File: src/rtl/lf_add_seq.sv
// Round-robin arbitrated wide adder that reuses one 4-bit Ladner-Fischer slice,
// one slice per cycle from the LSB, with the carry rippled through a register.

module lf4_slice (
  input  logic [3:0] a_i,
  input  logic [3:0] b_i,
  input  logic       cin_i,
  output logic [3:0] sum_o,
  output logic       cout_o
);
  logic [3:0] g, p;
  logic       g10, p10, g32, p32, g20, p20, g30, p30;
  logic [4:0] c;

  assign g   = a_i & b_i;
  assign p   = a_i ^ b_i;
  assign g10 = g[1] | (p[1] & g[0]);
  assign p10 = p[1] & p[0];
  assign g32 = g[3] | (p[3] & g[2]);
  assign p32 = p[3] & p[2];
  // Second level: the lower-half group (1:0) fans out to both upper positions.
  assign g20 = g[2] | (p[2] & g10);
  assign p20 = p[2] & p10;
  assign g30 = g32 | (p32 & g10);
  assign p30 = p32 & p10;

  assign c[0]   = cin_i;
  assign c[1]   = g[0] | (p[0] & cin_i);
  assign c[2]   = g10  | (p10  & cin_i);
  assign c[3]   = g20  | (p20  & cin_i);
  assign c[4]   = g30  | (p30  & cin_i);
  assign sum_o  = p ^ c[3:0];
  assign cout_o = c[4];
endmodule

module lf_add_seq #(
  parameter int WIDTH = 16,
  parameter int NREQ  = 2
) (
  input  logic                     clk,
  input  logic                     rst_n,
  input  logic [NREQ-1:0]          req_valid,
  output logic [NREQ-1:0]          req_ready,
  input  logic [NREQ*WIDTH-1:0]    req_a,
  input  logic [NREQ*WIDTH-1:0]    req_b,
  input  logic [NREQ-1:0]          req_cin,
  output logic                     rsp_valid,
  input  logic                     rsp_ready,
  output logic [$clog2(NREQ)-1:0]  rsp_id,
  output logic [WIDTH-1:0]         rsp_sum,
  output logic                     rsp_cout,
  output logic                     busy
);
  localparam int SLICE = 4;
  localparam int NSTEP = WIDTH / SLICE;
  localparam int IW    = (NSTEP > 1) ? $clog2(NSTEP) : 1;
  localparam int IDW   = $clog2(NREQ);

  if ((WIDTH % SLICE) != 0 || WIDTH < SLICE) begin : g_bad_width
    $error("lf_add_seq: WIDTH must be a non-zero multiple of 4");
  end
  if (NREQ < 2 || NREQ > 4) begin : g_bad_nreq
    $error("lf_add_seq: NREQ must be 2..4");
  end

  typedef enum logic [1:0] {IDLE, RUN, DONE} state_e;

  state_e           state_q, state_d;
  logic [IDW-1:0]   ptr_q, ptr_nx, id_q, gnt_idx, gnt_off;
  logic [IDW:0]     gnt_sum;
  logic [2*NREQ-1:0] vrot;
  logic             gnt_any, accept, last;
  logic [NREQ-1:0]  gnt_oh;
  logic [WIDTH-1:0] a_q, b_q, sum_q, sel_a, sel_b;
  logic             sel_cin, carry_q, cout_q;
  logic [IW-1:0]    idx_q;
  logic [SLICE-1:0] s_sum;
  logic             s_cout;

  // Rotate valids so bit 0 is the pointer position; the lowest set bit wins.
  always_comb begin
    vrot    = {req_valid, req_valid} >> ptr_q;
    gnt_any = 1'b0;
    gnt_off = '0;
    for (int k = NREQ-1; k >= 0; k--) begin
      if (vrot[k]) begin
        gnt_any = 1'b1;
        gnt_off = IDW'(k);
      end
    end
    gnt_sum = {1'b0, ptr_q} + {1'b0, gnt_off};
    gnt_idx = (gnt_sum >= (IDW+1)'(NREQ)) ? IDW'(gnt_sum - (IDW+1)'(NREQ)) : IDW'(gnt_sum);
    gnt_oh  = NREQ'(1) << gnt_idx;
    ptr_nx  = (gnt_idx == IDW'(NREQ-1)) ? '0 : gnt_idx + IDW'(1);
  end

  always_comb begin
    sel_a   = '0;
    sel_b   = '0;
    sel_cin = 1'b0;
    for (int i = 0; i < NREQ; i++) begin
      if (gnt_idx == IDW'(i)) begin
        sel_a   = req_a[i*WIDTH +: WIDTH];
        sel_b   = req_b[i*WIDTH +: WIDTH];
        sel_cin = req_cin[i];
      end
    end
  end

  assign last = (idx_q == IW'(NSTEP-1));

  always_comb begin
    state_d   = state_q;
    req_ready = '0;
    accept    = 1'b0;
    case (state_q)
      IDLE: begin
        if (rst_n && gnt_any) begin
          req_ready = gnt_oh;
          accept    = 1'b1;
          state_d   = RUN;
        end
      end
      RUN:     if (last) state_d = DONE;
      DONE:    if (rsp_ready) state_d = IDLE;
      default: state_d = IDLE;
    endcase
  end

  // Operands shift right so the slice always sees the next unprocessed nibble.
  lf4_slice u_slice (
    .a_i    (a_q[SLICE-1:0]),
    .b_i    (b_q[SLICE-1:0]),
    .cin_i  (carry_q),
    .sum_o  (s_sum),
    .cout_o (s_cout)
  );

  always_ff @(posedge clk or negedge rst_n) begin
    if (!rst_n) begin
      state_q <= IDLE;
      ptr_q   <= '0;
      id_q    <= '0;
      a_q     <= '0;
      b_q     <= '0;
      sum_q   <= '0;
      carry_q <= 1'b0;
      cout_q  <= 1'b0;
      idx_q   <= '0;
    end else begin
      state_q <= state_d;
      if (accept) begin
        a_q     <= sel_a;
        b_q     <= sel_b;
        carry_q <= sel_cin;
        id_q    <= gnt_idx;
        idx_q   <= '0;
        ptr_q   <= ptr_nx;
      end
      if (state_q == RUN) begin
        for (int s = 0; s < NSTEP; s++) begin
          if (idx_q == IW'(s)) sum_q[s*SLICE +: SLICE] <= s_sum;
        end
        carry_q <= s_cout;
        idx_q   <= idx_q + IW'(1);
        a_q     <= a_q >> SLICE;
        b_q     <= b_q >> SLICE;
        if (last) cout_q <= s_cout;
      end
    end
  end

  assign rsp_valid = (state_q == DONE);
  assign busy      = (state_q != IDLE);
  assign rsp_id    = id_q;
  assign rsp_sum   = sum_q;
  assign rsp_cout  = cout_q;
endmodule

File: config.mk
export PLATFORM = sky130hd
export DESIGN_NAME = lf_add_seq
export DESIGN_NICKNAME = d
export VERILOG_FILES = /design/src/rtl/lf_add_seq.sv
export SDC_FILE = /design/constraint.sdc
export NUM_CORES = 1
export LEC_CHECK = 0
export CAP_MARGIN = 10
export CORE_AREA = 2 2 80 82
export DETAILED_ROUTE_END_ITERATION = 6
export DIE_AREA = 0 0 82 84
export PLACE_DENSITY = 0.78
export SLEW_MARGIN = 25
export SYNTH_ARGS = -nofsm -noshare
export SYNTH_HDL_FRONTEND = slang
export SYNTH_SLANG_ARGS = --single-unit
export TNS_END_PERCENT = 20
File: constraint.sdc
create_clock -name clk -period 2.43 [get_ports clk]
set_clock_uncertainty 0.2 [all_clocks]
set_input_delay 0.486 -clock clk [delete_from_list [all_inputs] [get_ports clk]]
set_output_delay 0.486 -clock clk [all_outputs]
set_load 0.02 [all_outputs]
## Word-level counts from Yosys, hierarchy flattened

Index checks and enable logic that the tools add are counted.

| storage, ports and cells | value |
|---|---|
| register bits | 56 |
| input bits | 71 |
| output and inout bits | 22 |
| word-level logic and storage cells | 84 |

| cells by class | value |
|---|---|
| $add $sub $neg | 4 |
| magnitude comparators | 1 |
| equality and inequality tests | 8 |
| shift-type cells | 2 |
| multiplexer cells | 24 |
| bitwise operators | 23 |
| reductions and logical operators | 10 |

Operators by type and width:

| operator | count |
|---|---|
| 2-to-1 mux 16 bit | 6 |
| 2-to-1 mux 2 bit | 7 |
| bitwise AND 1 bit | 12 |
| 2-to-1 mux 1 bit | 10 |
| bitwise OR 1 bit | 8 |
| AND reduction 2 bit | 4 |
| XOR 4 bit | 2 |
| equality test 2 bit, second input constant | 3 |
| case mux 2 bit (3 select lines) | 1 |
| bitwise AND 4 bit | 1 |
| equality test 2 x 1 -> 1 bit, second input constant | 2 |
| logical NOT 2 bit | 2 |
| inequality test 2 bit, second input constant | 2 |
| nonzero test 2 bit | 2 |
| >> shifter 4 x 1 -> 2 bit | 1 |
| AND reduction 3 bit | 1 |
| adder 1 x 1 -> 2 bit | 1 |
| adder 2 x 1 -> 2 bit, second input constant | 1 |
| >= comparator 2 bit, second input constant | 1 |
| inequality test 2 x 1 -> 1 bit, second input constant | 1 |
| << shifter 1 x 1 -> 2 bit, first input constant | 1 |
| adder 1 bit, second input constant | 1 |
| logical AND 1 bit | 1 |
| subtractor 1 bit, second input constant | 1 |

## Longest topological paths before layout

Gate-level depths: netlist of run 1.

| logic depth | value |
|---|---|
| depth after elaboration | 9 |
| mapped depth | 5 |
| gate-level depth less buffers | 5 |

## Modules after synthesis

Synthesis of run 1 repeated with hierarchy kept, for this count alone.

| unflattened totals | value |
|---|---|
| cells, all modules | 204 |
| area, all modules | 2,741.4 um^2 |

By module, submodules not included:

| module | instances | cells an instance | area an instance (um^2) | seq. area each (um^2) |
|---|---|---|---|---|
| lf_add_seq | 1 | 187 | 2,593.7 | 1,401.3 |
| lf4_slice | 1 | 17 | 147.6 | 0.0 |

## Least setup slack after synthesis of run 1

OpenSTA, ideal clock, no wires.

| timing | value |
|---|---|
| kind | reg2out |
| start | register state_q[1] |
| end | output port req_ready[0] |
| arrival time | 1,267 ps |
| data required time | 1,744 ps |
| setup slack | 477 ps |
| cell stages (with the launch flop) | 4 |
| buffers on the path | 1 |
| cell sequence | dfrtp_1 or2_4 a211oi_4 buf_6 |

| on the way | value |
|---|---|
| cells in the longest elaborated chain, start to end | 2 |

Ends and longest elaborated chain:

| item | RTL line | text |
|---|---|---|
| start, declared | 68 | `state_e state_q, state_d;` |
| start signal, assigned | 151 | `state_q <= state_d;` |
| logical NOT 2 bit | 116 | `case (state_q)` |
| 2-to-1 mux 2 bit | 116 |  |
| end, declared | 43 | `output logic [NREQ-1:0] req_ready,` |

No other way between the ends.

## Worst setup path after layout of run 1

| timing | value |
|---|---|
| start | input port req_valid[1] |
| end | output port req_ready[0] |

| on the way | value |
|---|---|
| cells in the longest elaborated chain, start to end | 9 |
| elaborated cells on any way between the ends | 12 |
| those cells by class | add/sub (2); order compare (1); shift (2); mux (6); reduce/logical (1) |

Ends and longest elaborated chain:

| item | RTL line | text |
|---|---|---|
| start, declared | 42 | `input logic [NREQ-1:0] req_valid,` |
| >> shifter 4 x 1 -> 2 bit * | 82 | `vrot = {req_valid, req_valid} >> ptr_q;` |
| 2-to-1 mux 1 bit (2 in series) | 86 | `if (vrot[k]) begin` |
| adder 1 x 1 -> 2 bit | 91 | `gnt_sum = {1'b0, ptr_q} + {1'b0, gnt_off};` |
| >= comparator 2 bit / subtractor 1 bit (equally long branches) | 92 | `gnt_idx = (gnt_sum >= (IDW+1)'(NREQ)) ? IDW'(gnt_sum - (IDW+1)'(NREQ)) : IDW'(gnt_sum);` |
| 2-to-1 mux 1 bit | 92 |  |
| << shifter 1 x 1 -> 2 bit | 93 | `gnt_oh = NREQ'(1) << gnt_idx;` |
| 2-to-1 mux 2 bit * | 118 | `if (rst_n && gnt_any) begin` |
| 2-to-1 mux 2 bit * | 116 |  |

Mark *: on every way between the ends. The rest lies on a longest branch, timed or not.

==> results of run 1 <==
power breakdown:
group          internal (uW)  switching [uW]  leakage [uW]  total [uW]
combinational            885            1060      0.000976        1950
sequential              1310             226      0.000723        1530
clock                    311             317     0.0000548         628
total                   2500            1610       0.00175        4110
metrics by stage:
step                      hold slack [ns]  cells  setup TNS [ns]  area (um2)  power [uW]
after floorplan                  -0.00959    244               0        2600        2710
after global placement              0.180    412          -0.503        3640        3440
after detailed placement            0.185    412          -0.527        3640        3520
after CTS                           0.243    421               0        3760        4150
after global routing                0.290    421               0        3760        4440
final                               0.225    421               0        3760        4110
final timing paths:
kind / from / end / slack [ns] / cells after the start
max in group asynchronous: rst_n / a_q[5] / 1.35 / 3
min in group clk: rsp_sum[5] / rsp_sum[5] / 0.29 / 2
min: rst_n / state_q[0] / 0.22 / 3
max: req_valid[1] / req_ready[0] / 0.07 / 4
max reg2reg: a_q[0] / rsp_sum[7] / 0.53 / 5
min reg2reg: rsp_sum[5] / rsp_sum[5] / 0.29 / 2
sequential cells by signal, indices dropped and copies added, names as in the netlist:
name and flops:
a_q 16, b_q 16, rsp_sum 16, idx_q 2
state_q 2, carry_q 1, ptr_q 1, rsp_cout 1
rsp_id 1
layout make-up:
type | instances | area, um2
fillers | 535 | 2340
repair buffers | 105 | 1020
clock inverters | 3 | 46.3
well taps | 77 | 96.3
inverters | 16 | 60.1
flip-flops and latches | 56 | 1400
clock buffers | 5 | 68.8
multi-input cells | 159 | 1060
layout by cell type (no fill, tap or decap), types with 2 or more instances in the layout:
| master | netlist | final |
|---|---|---|
| clkdlybuf4s50_1 | 0 | 88 |
| dfrtp_1 | 56 | 56 |
| a22oi_1 | 49 | 49 |
| nand2_1 | 48 | 48 |
| o21ai_0 | 21 | 21 |
| inv_1 | 16 | 16 |
| buf_4 | 0 | 11 |
| a222oi_1 | 8 | 8 |
| ha_1 | 8 | 8 |
| clkbuf_8 | 0 | 5 |
| or2b_1 | 3 | 3 |
| o21a_1 | 2 | 2 |
| xor2_1 | 2 | 2 |
| a21oi_1 | 2 | 2 |
| nor2_1 | 2 | 2 |
| buf_2 | 7 | 2 |
| dlygate4sd2_1 | 0 | 2 |
kinds of logic after synthesis:
family | count (synthesis) | synth area share
compound gates | 89 | 0.255
xor+xnor | 3 | 0.0101
fa+ha+maj | 9 | 0.0462
buf+inv | 29 | 0.0539
flops | 56 | 0.539
simple gates | 58 | 0.0962
metal layers:
metal | vias to the layer above | track usage
met4 | 0 | 0.0530
met1 | 1087 | 0.256
met5 | - | 0
li1 | 1085 | -
met3 | 6 | 0.0487
met2 | 74 | 0.341
worst max-delay path, stage by stage:
cell	delay [ns]
clkdlybuf4s50_1	0.43
buf_4	0.16
a211oi_4	0.23
dlygate4sd2_1	0.36
what timing repair did:
action | in CTS | in global routing
buffers inserted | 0 | 0
endpoints found under the hold margin | 2 | 0
endpoints found under the setup margin | 3 | 1
hold buffers | 1 | 0
gates resized for setup | 5 | 1
cloned | 0 | 0
==> impl_metrics.ini, run 1 <==
[place]
dpl.hpwl_mm = 4.69
gp_congestion = 0.783
pre_cts_ws_ns = -0.328
io_buffers = 92

[route]
drc = 0
maxUsedRoutingLayer = met4
drt-wirelength-per-cell_um = 15.7
first_pass_iters = 4
drt-total-wl_mm = 6.60
dr_wl_met3_um = 380
met1_length_mm = 2.73
initialDrtViolationCount = 206
vias_per_cell = 5.35
dr_wl_met2_mm = 3.40
vias = 2252
final_antenna_net_count = 0

[timing]
rsz0062_at_grt = no
worst_slew_pin_slew_ns = 0.677
min_period_ns = 2.36
relSlewSlack = 0.549
period_share = 0.970
finalMaxSlewViolations = 0
finalWorstSetupSlack_ns = 0.0727
fmax_mhz = 424
setup_violations = 0
hold_viol_final = 0

[critical_path]
crit_type = primary input to output port
crit_path_start_kind = primary input
end_kind = output port
arrival_ns = 1.67
crit_path_max_fanout = 2
required_ns = 1.74

[synthesis]
synth_area_leaders = dfrtp_1, a22oi_1, nand2_1
ys_types = 29
ys_top_cells_by_count = dfrtp_1, a22oi_1, nand2_1, o21ai_0, inv_1
synthArstFlopShare = 1.00
netlist_instances = 244
synth_top_area_cell = dfrtp_1
synth_area_mm2 = 0.00260
synth_seq_cells = 56
synth_edf_count = 0
synth_most_common_cell = dfrtp_1
synth_ff_type = dfrtp_1
avgSynthCellArea_um2 = 10.7
seq_area_frac_synth = 0.539
synth_nets = 324
yosysTopAreaCellShare = 0.539
ys_warn_count = 0

[job]
maxCapViolations = 0

[grt]
grt_start_max_net_pins = 55
grt_pass1_vias = 2271
gr-total-overflow = 0
grt_usage = 0.202
antenna_found_initial = 0
grt_pass1_wl_mm = 10.8

[clocking]
cts_made_buffers = 5
root_buffer = clkbuf_8
clk_latency_ns = 0.31
htreeDepth = 2
clk_pin_slew_ns = 0.10
clock-sinks = 56
cts_tree = yes
ctsLongestPathBuffers = 2

[hold_path]
hp-class = primary input to asynchronous set/reset pin

[pwr]
vdd_ir_drop_max_v = 0.000530
leakage_uw = 0.00175
power_density_mw_per_mm2 = 1090

[run_status]
status = complete, no violations

[floorplanning]
num_rows = 29
start_util = 0.427
die_w_um = 82
die_area_mm2 = 0.00689
fp.dieH_um = 84
pin_count = 93
fp.coreArea_mm2 = 0.00610

[cells_and_area]
syn_to_final_growth_pct = 44.4
final_util = 0.616
drive_above_1_share = 0.0843
antenna_cells = 0
nets = 423
No activity file was read; power rests on OpenSTA's default activity.
==> run 2: changes to the inputs <==
--- a/config.mk
+++ b/config.mk
@@ -9,6 +9,7 @@
 export CORE_AREA = 2 2 80 82
 export DETAILED_ROUTE_END_ITERATION = 6
 export DIE_AREA = 0 0 82 84
+export HOLD_SLACK_MARGIN = 0.06
 export PLACE_DENSITY = 0.78
 export SLEW_MARGIN = 25
 export SYNTH_ARGS = -nofsm -noshare
==> results of run 2 <==
No change in the layout: final DEF, timing and power equal those of run 1.
==> run 3: changes to the inputs <==
--- a/config.mk
+++ b/config.mk
@@ -11,7 +11,7 @@
 export DIE_AREA = 0 0 82 84
 export HOLD_SLACK_MARGIN = 0.06
 export PLACE_DENSITY = 0.78
-export SLEW_MARGIN = 25
+export SLEW_MARGIN = 20
 export SYNTH_ARGS = -nofsm -noshare
 export SYNTH_HDL_FRONTEND = slang
 export SYNTH_SLANG_ARGS = --single-unit
==> results of run 3 <==
No change in the layout: final DEF, timing and power equal those of run 1.
